File: config.mk
export PLATFORM = sky130hd
export DESIGN_NAME = instr_fetch_stage
export DESIGN_NICKNAME = d
export VERILOG_FILES = /design/src/rtl/instr_fetch_stage_pkg.sv /design/src/rtl/instr_fetch_stage.sv
export SDC_FILE = /design/constraint.sdc
export NUM_CORES = 1
export LEC_CHECK = 0
export CORE_UTILIZATION = 35
export CTS_CLUSTER_SIZE = 12
export DETAILED_ROUTE_END_ITERATION = 8
export PLACE_DENSITY_LB_ADDON = 0.25
export SLEW_MARGIN = 20
export SYNTH_ARGS = -nofsm -noshare
export SYNTH_HDL_FRONTEND = slang
export SYNTH_SLANG_ARGS = --single-unit
File: constraint.sdc
create_clock -name clk -period 3.85 [get_ports clk]
set_clock_uncertainty 0.1 [all_clocks]
set_input_delay 0.77 -clock clk [delete_from_list [all_inputs] [get_ports clk]]
set_output_delay 0.77 -clock clk [all_outputs]
set_load 0.005 [all_outputs]
File: src/rtl/instr_fetch_stage_pkg.sv
// Shared definitions for the instruction fetch stage and the opcode decoder:
// field positions, widths, the bubble word and the fetch FSM state type.
package instr_fetch_stage_pkg;

  localparam int unsigned XLEN    = 32;
  localparam int unsigned CNT_W   = 16;
  localparam int unsigned OPC_W   = 6;
  localparam int unsigned FUNCT_W = 6;
  localparam int unsigned REG_W   = 5;
  localparam int unsigned IMM_W   = 16;

  localparam int unsigned OPC_MSB   = 31;
  localparam int unsigned OPC_LSB   = 26;
  localparam int unsigned RS_MSB    = 25;
  localparam int unsigned RS_LSB    = 21;
  localparam int unsigned RT_MSB    = 20;
  localparam int unsigned RT_LSB    = 16;
  localparam int unsigned RD_MSB    = 15;
  localparam int unsigned RD_LSB    = 11;
  localparam int unsigned IMM_MSB   = 15;
  localparam int unsigned IMM_LSB   = 0;
  localparam int unsigned FUNCT_MSB = 5;
  localparam int unsigned FUNCT_LSB = 0;

  // Opcode 000000 with funct 000000 decodes to no operation.
  localparam logic [XLEN-1:0] NOP_WORD    = 32'h0000_0000;
  localparam logic [XLEN-1:0] INSTR_BYTES = 32'd4;

  typedef enum logic [1:0] {
    ST_BOOT,
    ST_RUN,
    ST_HOLD,
    ST_REDIRECT
  } fetch_state_e;

  function automatic logic [XLEN-1:0] word_align(input logic [XLEN-1:0] addr);
    return {addr[XLEN-1:2], 2'b00};
  endfunction

endpackage

File: src/rtl/instr_fetch_stage.sv
// Instruction fetch stage: PC register, IF/ID pipeline register, fetch counter
// and a four-state control FSM (boot, run, hold, redirect after a branch).
module instr_fetch_stage
  import instr_fetch_stage_pkg::*;
#(
  parameter logic [XLEN-1:0] RESET_PC  = 32'h0000_0000,
  parameter logic [XLEN-1:0] NOP_INSTR = NOP_WORD
) (
  input  logic               clk,
  input  logic               rst_n,
  input  logic               stall,
  input  logic               branch_taken,
  input  logic [XLEN-1:0]    branch_target,
  input  logic [XLEN-1:0]    ibus,
  output logic [XLEN-1:0]    iaddrbus,
  output logic [XLEN-1:0]    ifid_instr,
  output logic [XLEN-1:0]    ifid_pc4,
  output logic               ifid_valid,
  output logic [OPC_W-1:0]   ibus_opcode,
  output logic [FUNCT_W-1:0] funct,
  output logic [REG_W-1:0]   rs,
  output logic [REG_W-1:0]   rt,
  output logic [REG_W-1:0]   rd,
  output logic [IMM_W-1:0]   imm16,
  output logic [CNT_W-1:0]   fetch_count
);

  fetch_state_e     state_q, state_d;
  logic [XLEN-1:0]  pc_q, pc_d;
  logic [XLEN-1:0]  ifid_instr_q, ifid_instr_d;
  logic [XLEN-1:0]  ifid_pc4_q, ifid_pc4_d;
  logic             ifid_valid_q, ifid_valid_d;
  logic [CNT_W-1:0] fetch_count_q, fetch_count_d;
  logic [XLEN-1:0]  pc_plus4;

  // Wraps modulo 2^32 naturally; the PC never saturates.
  assign pc_plus4 = pc_q + INSTR_BYTES;

  always_comb begin
    // NOTE: every signal driven here gets a default first, so no path through
    // the case/if tree can leave it unassigned and infer a latch.
    state_d       = state_q;
    pc_d          = pc_q;
    ifid_instr_d  = ifid_instr_q;
    ifid_pc4_d    = ifid_pc4_q;
    ifid_valid_d  = ifid_valid_q;
    fetch_count_d = fetch_count_q;

    if (branch_taken) begin
      // Redirect wins over stall: squash whatever is on ibus this cycle.
      pc_d         = word_align(branch_target);
      ifid_instr_d = NOP_INSTR;
      ifid_valid_d = 1'b0;
      state_d      = ST_REDIRECT;
    end else begin
      unique case (state_q)
        ST_BOOT: begin
          ifid_instr_d = NOP_INSTR;
          ifid_valid_d = 1'b0;
          state_d      = ST_RUN;
        end
        ST_RUN, ST_HOLD, ST_REDIRECT: begin
          if (stall) begin
            state_d = ST_HOLD;
          end else begin
            pc_d          = pc_plus4;
            ifid_instr_d  = ibus;
            ifid_pc4_d    = pc_plus4;
            ifid_valid_d  = 1'b1;
            fetch_count_d = fetch_count_q + CNT_W'(1);
            state_d       = ST_RUN;
          end
        end
        default: state_d = ST_BOOT;
      endcase
    end
  end

  // NOTE: sequential state uses non-blocking assignments so every flop samples
  // the pre-edge values, independent of statement order.
  always_ff @(posedge clk or negedge rst_n) begin
    if (!rst_n) begin
      state_q       <= ST_BOOT;
      pc_q          <= RESET_PC;
      ifid_instr_q  <= NOP_INSTR;
      ifid_pc4_q    <= '0;
      ifid_valid_q  <= 1'b0;
      fetch_count_q <= '0;
    end else begin
      state_q       <= state_d;
      pc_q          <= pc_d;
      ifid_instr_q  <= ifid_instr_d;
      ifid_pc4_q    <= ifid_pc4_d;
      ifid_valid_q  <= ifid_valid_d;
      fetch_count_q <= fetch_count_d;
    end
  end

  // The address bus comes straight from the PC flop: no input reaches it
  // combinationally.
  assign iaddrbus    = pc_q;
  assign ifid_instr  = ifid_instr_q;
  assign ifid_pc4    = ifid_pc4_q;
  assign ifid_valid  = ifid_valid_q;
  assign fetch_count = fetch_count_q;

  assign ibus_opcode = ifid_instr_q[OPC_MSB:OPC_LSB];
  assign rs          = ifid_instr_q[RS_MSB:RS_LSB];
  assign rt          = ifid_instr_q[RT_MSB:RT_LSB];
  assign rd          = ifid_instr_q[RD_MSB:RD_LSB];
  assign imm16       = ifid_instr_q[IMM_MSB:IMM_LSB];
  assign funct       = ifid_instr_q[FUNCT_MSB:FUNCT_LSB];

endmodule

==> results of run 1 <==
==> sequential cells by signal (all words and copies together) (netlist names) <==
signal	cells
ifid_instr	32
iaddrbus	30
ifid_pc4	30
fetch_count	16
state_q	2
ifid_valid	1
==> kinds of logic (layout without fill, tap and decap cells) <==
kind of cell,after synthesis,in the layout,synth area share [%]
simple gates,215,215,18.1
flops,111,111,49.0
buf+inv,84,242,9.45
xor+xnor,69,69,10.7
compound gates,64,64,6.20
mux,34,34,6.03
fa+ha+maj,2,2,0.441
other cells,1,4,0.0662
==> cells in the mapped netlist, types with 2 or more instances <==
cell / number / area [sq um]
o21ai_0: 52 / 260
nand2_1: 86 / 323
o21ai_1: 5 / 25.0
nor3_2: 2 / 20.0
and2_1: 2 / 12.5
or3_1: 2 / 12.5
and4_1: 5 / 43.8
inv_1: 3 / 11.3
ha_1: 2 / 25.0
xnor2_1: 32 / 280
buf_4: 50 / 375
buf_2: 8 / 40.0
nand3_1: 23 / 115
clkbuf_1: 20 / 75.1
and3_1: 8 / 50.1
mux2i_1: 33 / 330
nand4_1: 24 / 150
dfrtp_1: 111 / 2780
nor4_1: 2 / 12.5
xor2_1: 37 / 324
nor3_1: 5 / 25.0
nor2_1: 48 / 180
buf_6: 3 / 33.8
==> metrics by stage <==
step	std cells	utilization [%]	setup slack [ns]	hold WS, ns
floorplan	583	-	1.65	0.365
global placement	941	48.2	1.35	0.359
detailed placement	941	48.2	1.32	0.364
CTS	957	50.1	1.46	0.376
global route	957	50.2	1.32	0.413
finish	957	50.2	1.49	0.370
==> per-layer routing <==
metal | GRT usage (%) | part of all wire [%] | vias up | routed length [um]
li1 | - | - | 2195 | -
met1 | 24.2 | 44 | 2209 | 6630
met2 | 30.6 | 50 | 111 | 7610
met3 | 4.50 | 4.5 | 20 | 680
met4 | 5.81 | 1.9 | 0 | 282
met5 | 0 | 0 | - | 0
==> final cells by class <==
type	instances	area, sq um	share of cell area (%)
Clock inverter	6	67.6	0.851
Tap cell	216	270	3.40
Timing Repair Buffer	223	2200	27.8
Sequential cell	111	2780	35.0
Multi-Input combinational cell	388	2370	29.8
Inverter	3	11.3	0.142
Clock buffer	10	239	3.01
==> where the power goes <==
part / internal, mW / switching [mW] / leakage [nW] / total [mW]
clock network: 0.525 / 0.445 / 0.145 / 0.970
logic: 0.428 / 0.257 / 1.70 / 0.686
registers: 1.30 / 0.151 / 1.42 / 1.45
total: 2.25 / 0.853 / 3.27 / 3.10
==> worst paths after layout <==
check	depth (start not counted)	endpoint	slack [ns]
max in group asynchronous	2	iaddrbus[4]$_DFFE_PN0P_	2.44
worst min register to register	1	fetch_count[15]$_DFFE_PN0P_	0.37
min in group asynchronous	1	ifid_instr[16]$_DFFE_PN0P_	0.39
worst max register to register	6	iaddrbus[24]$_DFFE_PN0P_	1.50
worst max-delay path	1	iaddrbus[6]	1.49
worst min-delay path	1	fetch_count[15]$_DFFE_PN0P_	0.37
==> impl_results.md, run 1 <==
* GRT Total Usage at 18.6%
* DRT Pass-1 Iters at 4
* Gr ovfl total at 0
* # DRC at 0
* Final WL at 15200 um
* Final number of max-transition violations at 0
* Core region area at 0.0158 sq mm
* Crit Path Max Fanout at 9
* Max Cap Violations at 0
* Worst vdd ir at 0.227 mV
* Worst hold-check path type: reg2reg
* I/O pin count at 224
* WS Path Type: reg2out
* Worst Setup SP: iaddrbus[6]$_DFFE_PN0P_
* Synth unique cells at 40
* Mapped Cells at 580
* Root buffer cell: clkbuf_16
* Post-synth EDFFs at 0
* Area grow syn2layout at 40.1%
* Synthesis-stage register bit count at 111
* Arrival time at the worst endpoint at 1.49 ns
* CP cell instances: clkdlybuf4s50_1
* Power per Cell Area at 391 mW/mm^2
* CTS max path bufs at 2
* Final period util at 61.3%
* Final TNS setup at 0 ns
* Setup-failing EPs final at 0
* Initial core utilization at 35.8%
* Clock Sinks at 111
* Total vias in the final route at 4535
* Die H at 129 um
* Postcts setup bufs at 0
* First-pass GRT wire length at 23800 um
* Hold wc startpoint: fetch_count[15]$_DFFE_PN0P_
* Rows at 46
* IO buf count at 217
* Placed cell area at 0.00763 sq mm
* Setup crit end kind: output port
* Initial antenna violation count at 0
* Final Hold Fails at 0
* Post-cts sizing count at 0
* DRT iter0 DRCs at 205
* Fin area at 0.00794 sq mm
* Synth Warn # at 0
* CTS H-tree depth at 3
* Ant. Diodes at 0
* DR WL/cell at 15.9 um
* Die footprint at 0.0167 sq mm
* Most frequent cells in the layout: clkdlybuf4s50_1 (214), dfrtp_1 (111), nand2_1 (86)
* Antenna Nets Post-Route at 0
* Total CTS buffers at 9
* Crit path max-delay family: buffers and inverters
* Register area share after synthesis at 49.0%
* Clock transition at the registers of the reported paths at 0.07 ns
* Dominant synthesized flop cell: dfrtp_1
* F_max at 0.424 GHz
* Avg Synthesized Cell Area at 9.77 sq um
* Largest net degree at the start of global routing at 64
* Worst setup SP type: flop
* Clk Latency, worst-skew pair at 0.36 ns
* Vias in the first global route at 4460
* CP max stage cell: clkdlybuf4s50_1
* Post-synthesis cell area at 0.00567 sq mm
* Share of layout cells above drive strength 1 at 4.99%
* Critical Path RT at 2.98 ns
* Max_slew headroom at 33.6%
* Leakage at 3.27 nW
* Via density at 4.74
* Largest stage delay, worst path at 0.57 ns
* Outcome: finished, final reports clean
* RSZ-0062 raised after global routing: no
* Number of nets in the layout at 806
* Total power at 3.10 mW
* Filler cells at 1479
* Period minus WS final at 2.36 ns
* Hold-fix buffers, CTS at 0
* Ys async rst share at 100%
* Commonest non-fill, non-tap cell in the layout: clkdlybuf4s50_1
* Die width at 129 um
* Buffers and inverters on the worst path at 1
* Routability congestion estimate at 0.789
* Worst-Margin Slew at 0.994 ns
* CTS tree: yes
* Reg2reg start: iaddrbus[2]$_DFFE_PN0P_
* Post-DP HPWL at 11000 um
Note: power is estimated with default switching activity, not from simulation.
==> run 2, diff against run 1 <==
==> constraint.sdc (replaced) <==
create_clock -name clk -period 2.35 [get_ports clk]
set_clock_uncertainty 0.1 [all_clocks]
set_input_delay 0.47 -clock clk [delete_from_list [all_inputs] [get_ports clk]]
set_output_delay 0.47 -clock clk [all_outputs]
set_load 0.005 [all_outputs]
==> run 2 against run 1 <==
Net effect:
- die area unchanged
- largest power group unchanged
- core utilization increased by 0.58 points
- first-iteration DRC count is 6.3% lower
- combinational power increased by 69%
- register-to-register slack got worse by 1.2 ns
- global-route usage decreased by 0.29 points
- largest cell class unchanged
- via count is 1.3% higher
- wire length is 0.45% higher
- sequential power is 63% higher
- critical path depth rose by 5
==> impl_results.md, run 2 (synthesis gave the netlist of run 1 again) <==
* Critical Path RT at 2.46 ns
* GRT Total Usage at 18.3%
* Routability congestion estimate at 0.781
* Final period util at 88.0%
* Largest net degree at the start of global routing at 62
* DP Cell Count at 953
* Total vias in the final route at 4592
* Final TNS setup at 0 ns
* CTS tree: yes
* Min Hold Slack at 0.367 ns
* Filler cells at 1428
* Final setup margin at 0.283 ns
* Post-DP HPWL at 11300 um
* Clock transition at the registers of the reported paths at 0.07 ns
* Multi-input logic area at 0.00237 sq mm
* Final Hold Fails at 0
* Final number of max-transition violations at 0
* Total CTS buffers at 9
* Clk Latency, worst-skew pair at 0.35 ns
* RSZ-0062 raised after global routing: no
* Register area at 0.00278 sq mm
* WS Path Type: reg2reg
* Antenna Nets Post-Route at 0
* Gr ovfl total at 0
* Initial core utilization at 35.8%
* Post-cts sizing count at 0
* Outcome: finished, final reports clean
* First-pass GRT wire length at 23600 um
* I/O pin count at 224
* Die width at 129 um
* Pre-CTS setup slack at 0.289 ns
* CTS max path bufs at 2
* Total power at 5.06 mW
* Final WL at 15300 um
* Vias in the first global route at 4444
* # DRC at 0
* Ant. Diodes at 0
* Post-Layout Cell Count at 969
* Share of layout cells above drive strength 1 at 6.37%
* Leakage at 3.32 nW
* Most frequent cells in the layout: clkdlybuf4s50_1 (214), dfrtp_1 (111), nand2_1 (86)
* Largest register FFs at 32
* CTS H-tree depth at 3
* DRT iter0 DRCs at 192
* Worst setup SP type: flop
* DRT Pass-1 Iters at 4
* Die footprint at 0.0167 sq mm
* Number of nets in the layout at 819
* Setup crit end kind: flop
* Area grow syn2layout at 41.7%
* Max Cap Violations at 0
* Die H at 129 um
* Root buffer cell: clkbuf_16
* Arrival time at the worst endpoint at 2.18 ns
* Clock Sinks at 111
* Worst-Margin Slew at 0.708 ns
* Worst hold-check path type: in2reg
* Setup-failing EPs final at 0
* IO buf count at 217
* F_max at 0.484 GHz
* Power per Cell Area at 630 mW/mm^2
* Core region area at 0.0158 sq mm
* Worst vdd ir at 0.368 mV
* Initial antenna violation count at 0
* DR WL/cell at 15.8 um
* Commonest non-fill, non-tap cell in the layout: clkdlybuf4s50_1
* Period minus WS final at 2.07 ns
* Crit Path Max Fanout at 5
* Max_slew headroom at 52.7%
* Via density at 4.74
* Rows at 46
## run 2: cell types whose count changed in the layout (fill, tap and decap cells not counted)
cell,change
clkinv_2,+1
dlygate4sd3_1,+1
inv_6,-1
buf_4,+11
buf_12,+1
clkinvlp_4,+1
or2_2,+1
clkinv_4,-1
or2_4,-1
clkbuf_8,-1
## run 2: final cells by class
type / count / share of cell area (%)
tap: 216 / 3.37
timing repair buffer: 236 / 28.9
clock buffer: 9 / 2.80
inverter: 3 / 0.140
multi-input combinational: 388 / 29.5
clock inverter: 6 / 0.779
sequential: 111 / 34.6
## run 2: timing repair
action | in CTS | in global routing
endpoints found under the hold margin | 19 | 0
setup buffers | 0 | 0
hold buffers | 1 | 0
## run 2: path summary, 6_finish.rpt
kind	start	to	slack, ns	cells after the start
max in group asynchronous	rst_n	ifid_pc4[3]$_DFFE_PN0P_	0.99	3
max	iaddrbus[2]$_DFFE_PN0P_	iaddrbus[16]$_DFFE_PN0P_	0.28	6
max reg2reg	iaddrbus[2]$_DFFE_PN0P_	iaddrbus[16]$_DFFE_PN0P_	0.28	6
min reg2reg	fetch_count[15]$_DFFE_PN0P_	fetch_count[15]$_DFFE_PN0P_	0.37	1
min in group asynchronous	rst_n	ifid_instr[18]$_DFFE_PN0P_	0.44	2
min	stall	state_q[1]$_DFF_PN0_	0.37	3
## run 2: critical path, stage by stage, from the launching register on
cell and delay, ns:
dfrtp_1 0.36, ha_1 0.23, nand3_1 0.26, or4_4 0.53
nor2_1 0.15, xnor2_1 0.18, o221ai_2 0.12
## run 2: per-layer routing
layer	wire, um	up-vias	global-route usage (%)
met5	0	-	0
met4	201	0	6.02
met3	721	14	2.64
met2	7590	114	30.6
met1	6760	2236	24.4
li1	-	2228	-
## run 2: power breakdown
group          switching [mW]  internal (mW)
sequential              0.237           2.12
clock                   0.721          0.819
combinational           0.439          0.723
## run 2: per-stage QoR
step | utilization [%] | cell area, sq um
after CTS | 50.7 | 8030
final | 50.7 | 8030
after floorplan | - | 5680
after detailed placement | 48.9 | 7730
after global routing | 50.7 | 8030
after global placement | 48.9 | 7730
==> run 3, diff against run 2 <==
--- a/config.mk
+++ b/config.mk
@@ -5,11 +5,12 @@
 export SDC_FILE = /design/constraint.sdc
 export NUM_CORES = 1
 export LEC_CHECK = 0
+export CORE_ASPECT_RATIO = 1.5
 export CORE_UTILIZATION = 35
 export CTS_CLUSTER_SIZE = 12
 export DETAILED_ROUTE_END_ITERATION = 8
 export PLACE_DENSITY_LB_ADDON = 0.25
-export SLEW_MARGIN = 20
+export SLEW_MARGIN = 0
 export SYNTH_ARGS = -nofsm -noshare
 export SYNTH_HDL_FRONTEND = slang
 export SYNTH_SLANG_ARGS = --single-unit
==> run 3 against run 2 <==
Net effect:
- first-iteration DRC count fell by 36%
- cell count fell by 1.1%
- sequential power barely moved
- largest cell class unchanged
- sequential share of layout area fell by 0.097 points
- power fell by 0.75%
- maximum frequency fell by 2.0%
- global-route usage fell by 0.42 points
- worst hold slack got worse by 0.010 ns
- final area rose by 0.28%
==> impl_results.md, run 3 (synthesis gave the netlist of run 1 again) <==
* Root buffer cell: clkbuf_16
* Worst-Margin Slew at 0.709 ns
* Fin area at 0.00805 sq mm
* Filler cells at 1495
* Ant. Diodes at 0
* Area grow syn2layout at 42.1%
* Post-cts sizing count at 0
* Largest register FFs at 32
* Core region area at 0.0158 sq mm
* Final number of max-transition violations at 0
* Final WL at 14900 um
* Final period util at 89.8%
* Placed cell area at 0.00775 sq mm
* Final Hold Fails at 0
* Crit Path Max Fanout at 5
* Sequential Power Share at 46.8%
* Most frequent cells in the layout: clkdlybuf4s50_1 (214), dfrtp_1 (111), nand2_1 (86)
* Worst setup SP type: flop
* Rows at 56
* Period minus WS final at 2.11 ns
* Vias in the first global route at 4667
* Arrival time at the worst endpoint at 2.21 ns
* Number of nets in the layout at 820
* Pint at 3.63 mW
* DR WL/cell at 15.6 um
* Gr ovfl total at 0
* CTS tree: yes
* RSZ-0062 raised after global routing: no
* Die footprint at 0.0167 sq mm
* Register area at 0.00278 sq mm
* IO buf count at 217
* Multi-input logic area at 0.00237 sq mm
* DRT Pass-1 Iters at 4
* Setup-failing EPs final at 0
* F_max at 0.474 GHz
* Clock transition at the registers of the reported paths at 0.08 ns
* I/O pin count at 224
* Post-DP HPWL at 11300 um
* WS Path Type: reg2reg
* Routability congestion estimate at 0.820
* Power per Cell Area at 624 mW/mm^2
* Switching share of power at 27.8%
* Clock Sinks at 111
* Leakage at 3.35 nW
* Total CTS buffers at 9
* Die H at 158 um
* Clk Latency, worst-skew pair at 0.34 ns
* First-pass GRT wire length at 23700 um
* Worst vdd ir at 0.445 mV
* CTS H-tree depth at 3
* Largest net degree at the start of global routing at 62
* Max Cap Violations at 0
* DRT iter0 DRCs at 122
* Outcome: finished, final reports clean
* # DRC at 0
* GRT Total Usage at 17.9%
* Final TNS setup at 0 ns
* Initial antenna violation count at 0
* Initial core utilization at 36.0%
* Setup crit end kind: flop
* CTS max path bufs at 2
* Commonest non-fill, non-tap cell in the layout: clkdlybuf4s50_1
* Via density at 4.84
* Share of layout cells above drive strength 1 at 6.49%
* Antenna Nets Post-Route at 0
* Util after Layout at 51.1%
* Max_slew headroom at 52.6%
* Total vias in the final route at 4640
* NetSw at 1.40 mW
* Combinational Power Share at 23.5%
* Die width at 106 um
* Clk network pwr share at 29.7%
* Worst hold-check path type: in2reg
* Critical Path RT at 2.45 ns
-- run 3: repair_timing --
item,4_1_cts,5_1_grt
setup buffers,0,0
hold endpoints to repair,29,0
hold buffers,1,0
-- run 3: power groups by stage --
| stage | Combinational [mW] | Sequential, mW | Clock [mW] |
|---|---|---|---|
| after floorplan | 0.451 | 2.36 | 0 |
| after global placement | 1.18 | 2.37 | 0 |
| after detailed placement | 1.19 | 2.39 | 0 |
| after CTS | 1.20 | 2.35 | 1.55 |
| after global routing | 1.29 | 2.39 | 1.62 |
| final | 1.18 | 2.35 | 1.49 |
-- run 3: worst paths after layout --
check	from	end	slack (ns)	cells after the start
setup / recovery	iaddrbus[3]$_DFFE_PN0P_	iaddrbus[16]$_DFFE_PN0P_	0.24	6
hold / removal	stall	state_q[1]$_DFF_PN0_	0.36	3
setup reg to reg	iaddrbus[3]$_DFFE_PN0P_	iaddrbus[16]$_DFFE_PN0P_	0.24	6
hold reg to reg	fetch_count[15]$_DFFE_PN0P_	fetch_count[15]$_DFFE_PN0P_	0.37	1
max in group asynchronous	rst_n	iaddrbus[26]$_DFFE_PN0P_	1.00	3
min in group asynchronous	rst_n	fetch_count[14]$_DFFE_PN0P_	0.52	2
-- run 3: cell type report --
cell class | count | area share (%)
Multi-Input combinational cell | 388 | 29.4
Inverter | 3 | 0.140
Tap cell | 203 | 3.15
Clock buffer | 11 | 3.01
Sequential cell | 111 | 34.5
Timing Repair Buffer | 237 | 29.2
Clock inverter | 5 | 0.637
-- run 3: worst max-delay path, stage by stage (launching register included) --
cell and delay, ns:
dfrtp_1 0.40, ha_1 0.25, nand3_1 0.24, or4_4 0.53, nor2_1 0.14, xnor2_1 0.19, o221ai_2 0.12
-- run 3: routing by layer --
metal	global-route usage (%)	up-vias	wire length, um
li1	-	2229	-
met1	21.1	2203	6230
met2	33.1	191	7630
met3	3.42	17	806
met4	4.76	0	234
met5	0	-	0
-- run 3: through the flow --
step	instances	hold slack, ns	power, mW	worst slack [ns]
floorplan	583	0.0744	2.81	0.426
global placement	941	0.362	3.55	0.304
detailed placement	941	0.362	3.58	0.252
CTS	958	0.340	5.11	0.232
global route	958	0.356	5.29	0.147
finish	958	0.357	5.02	0.240
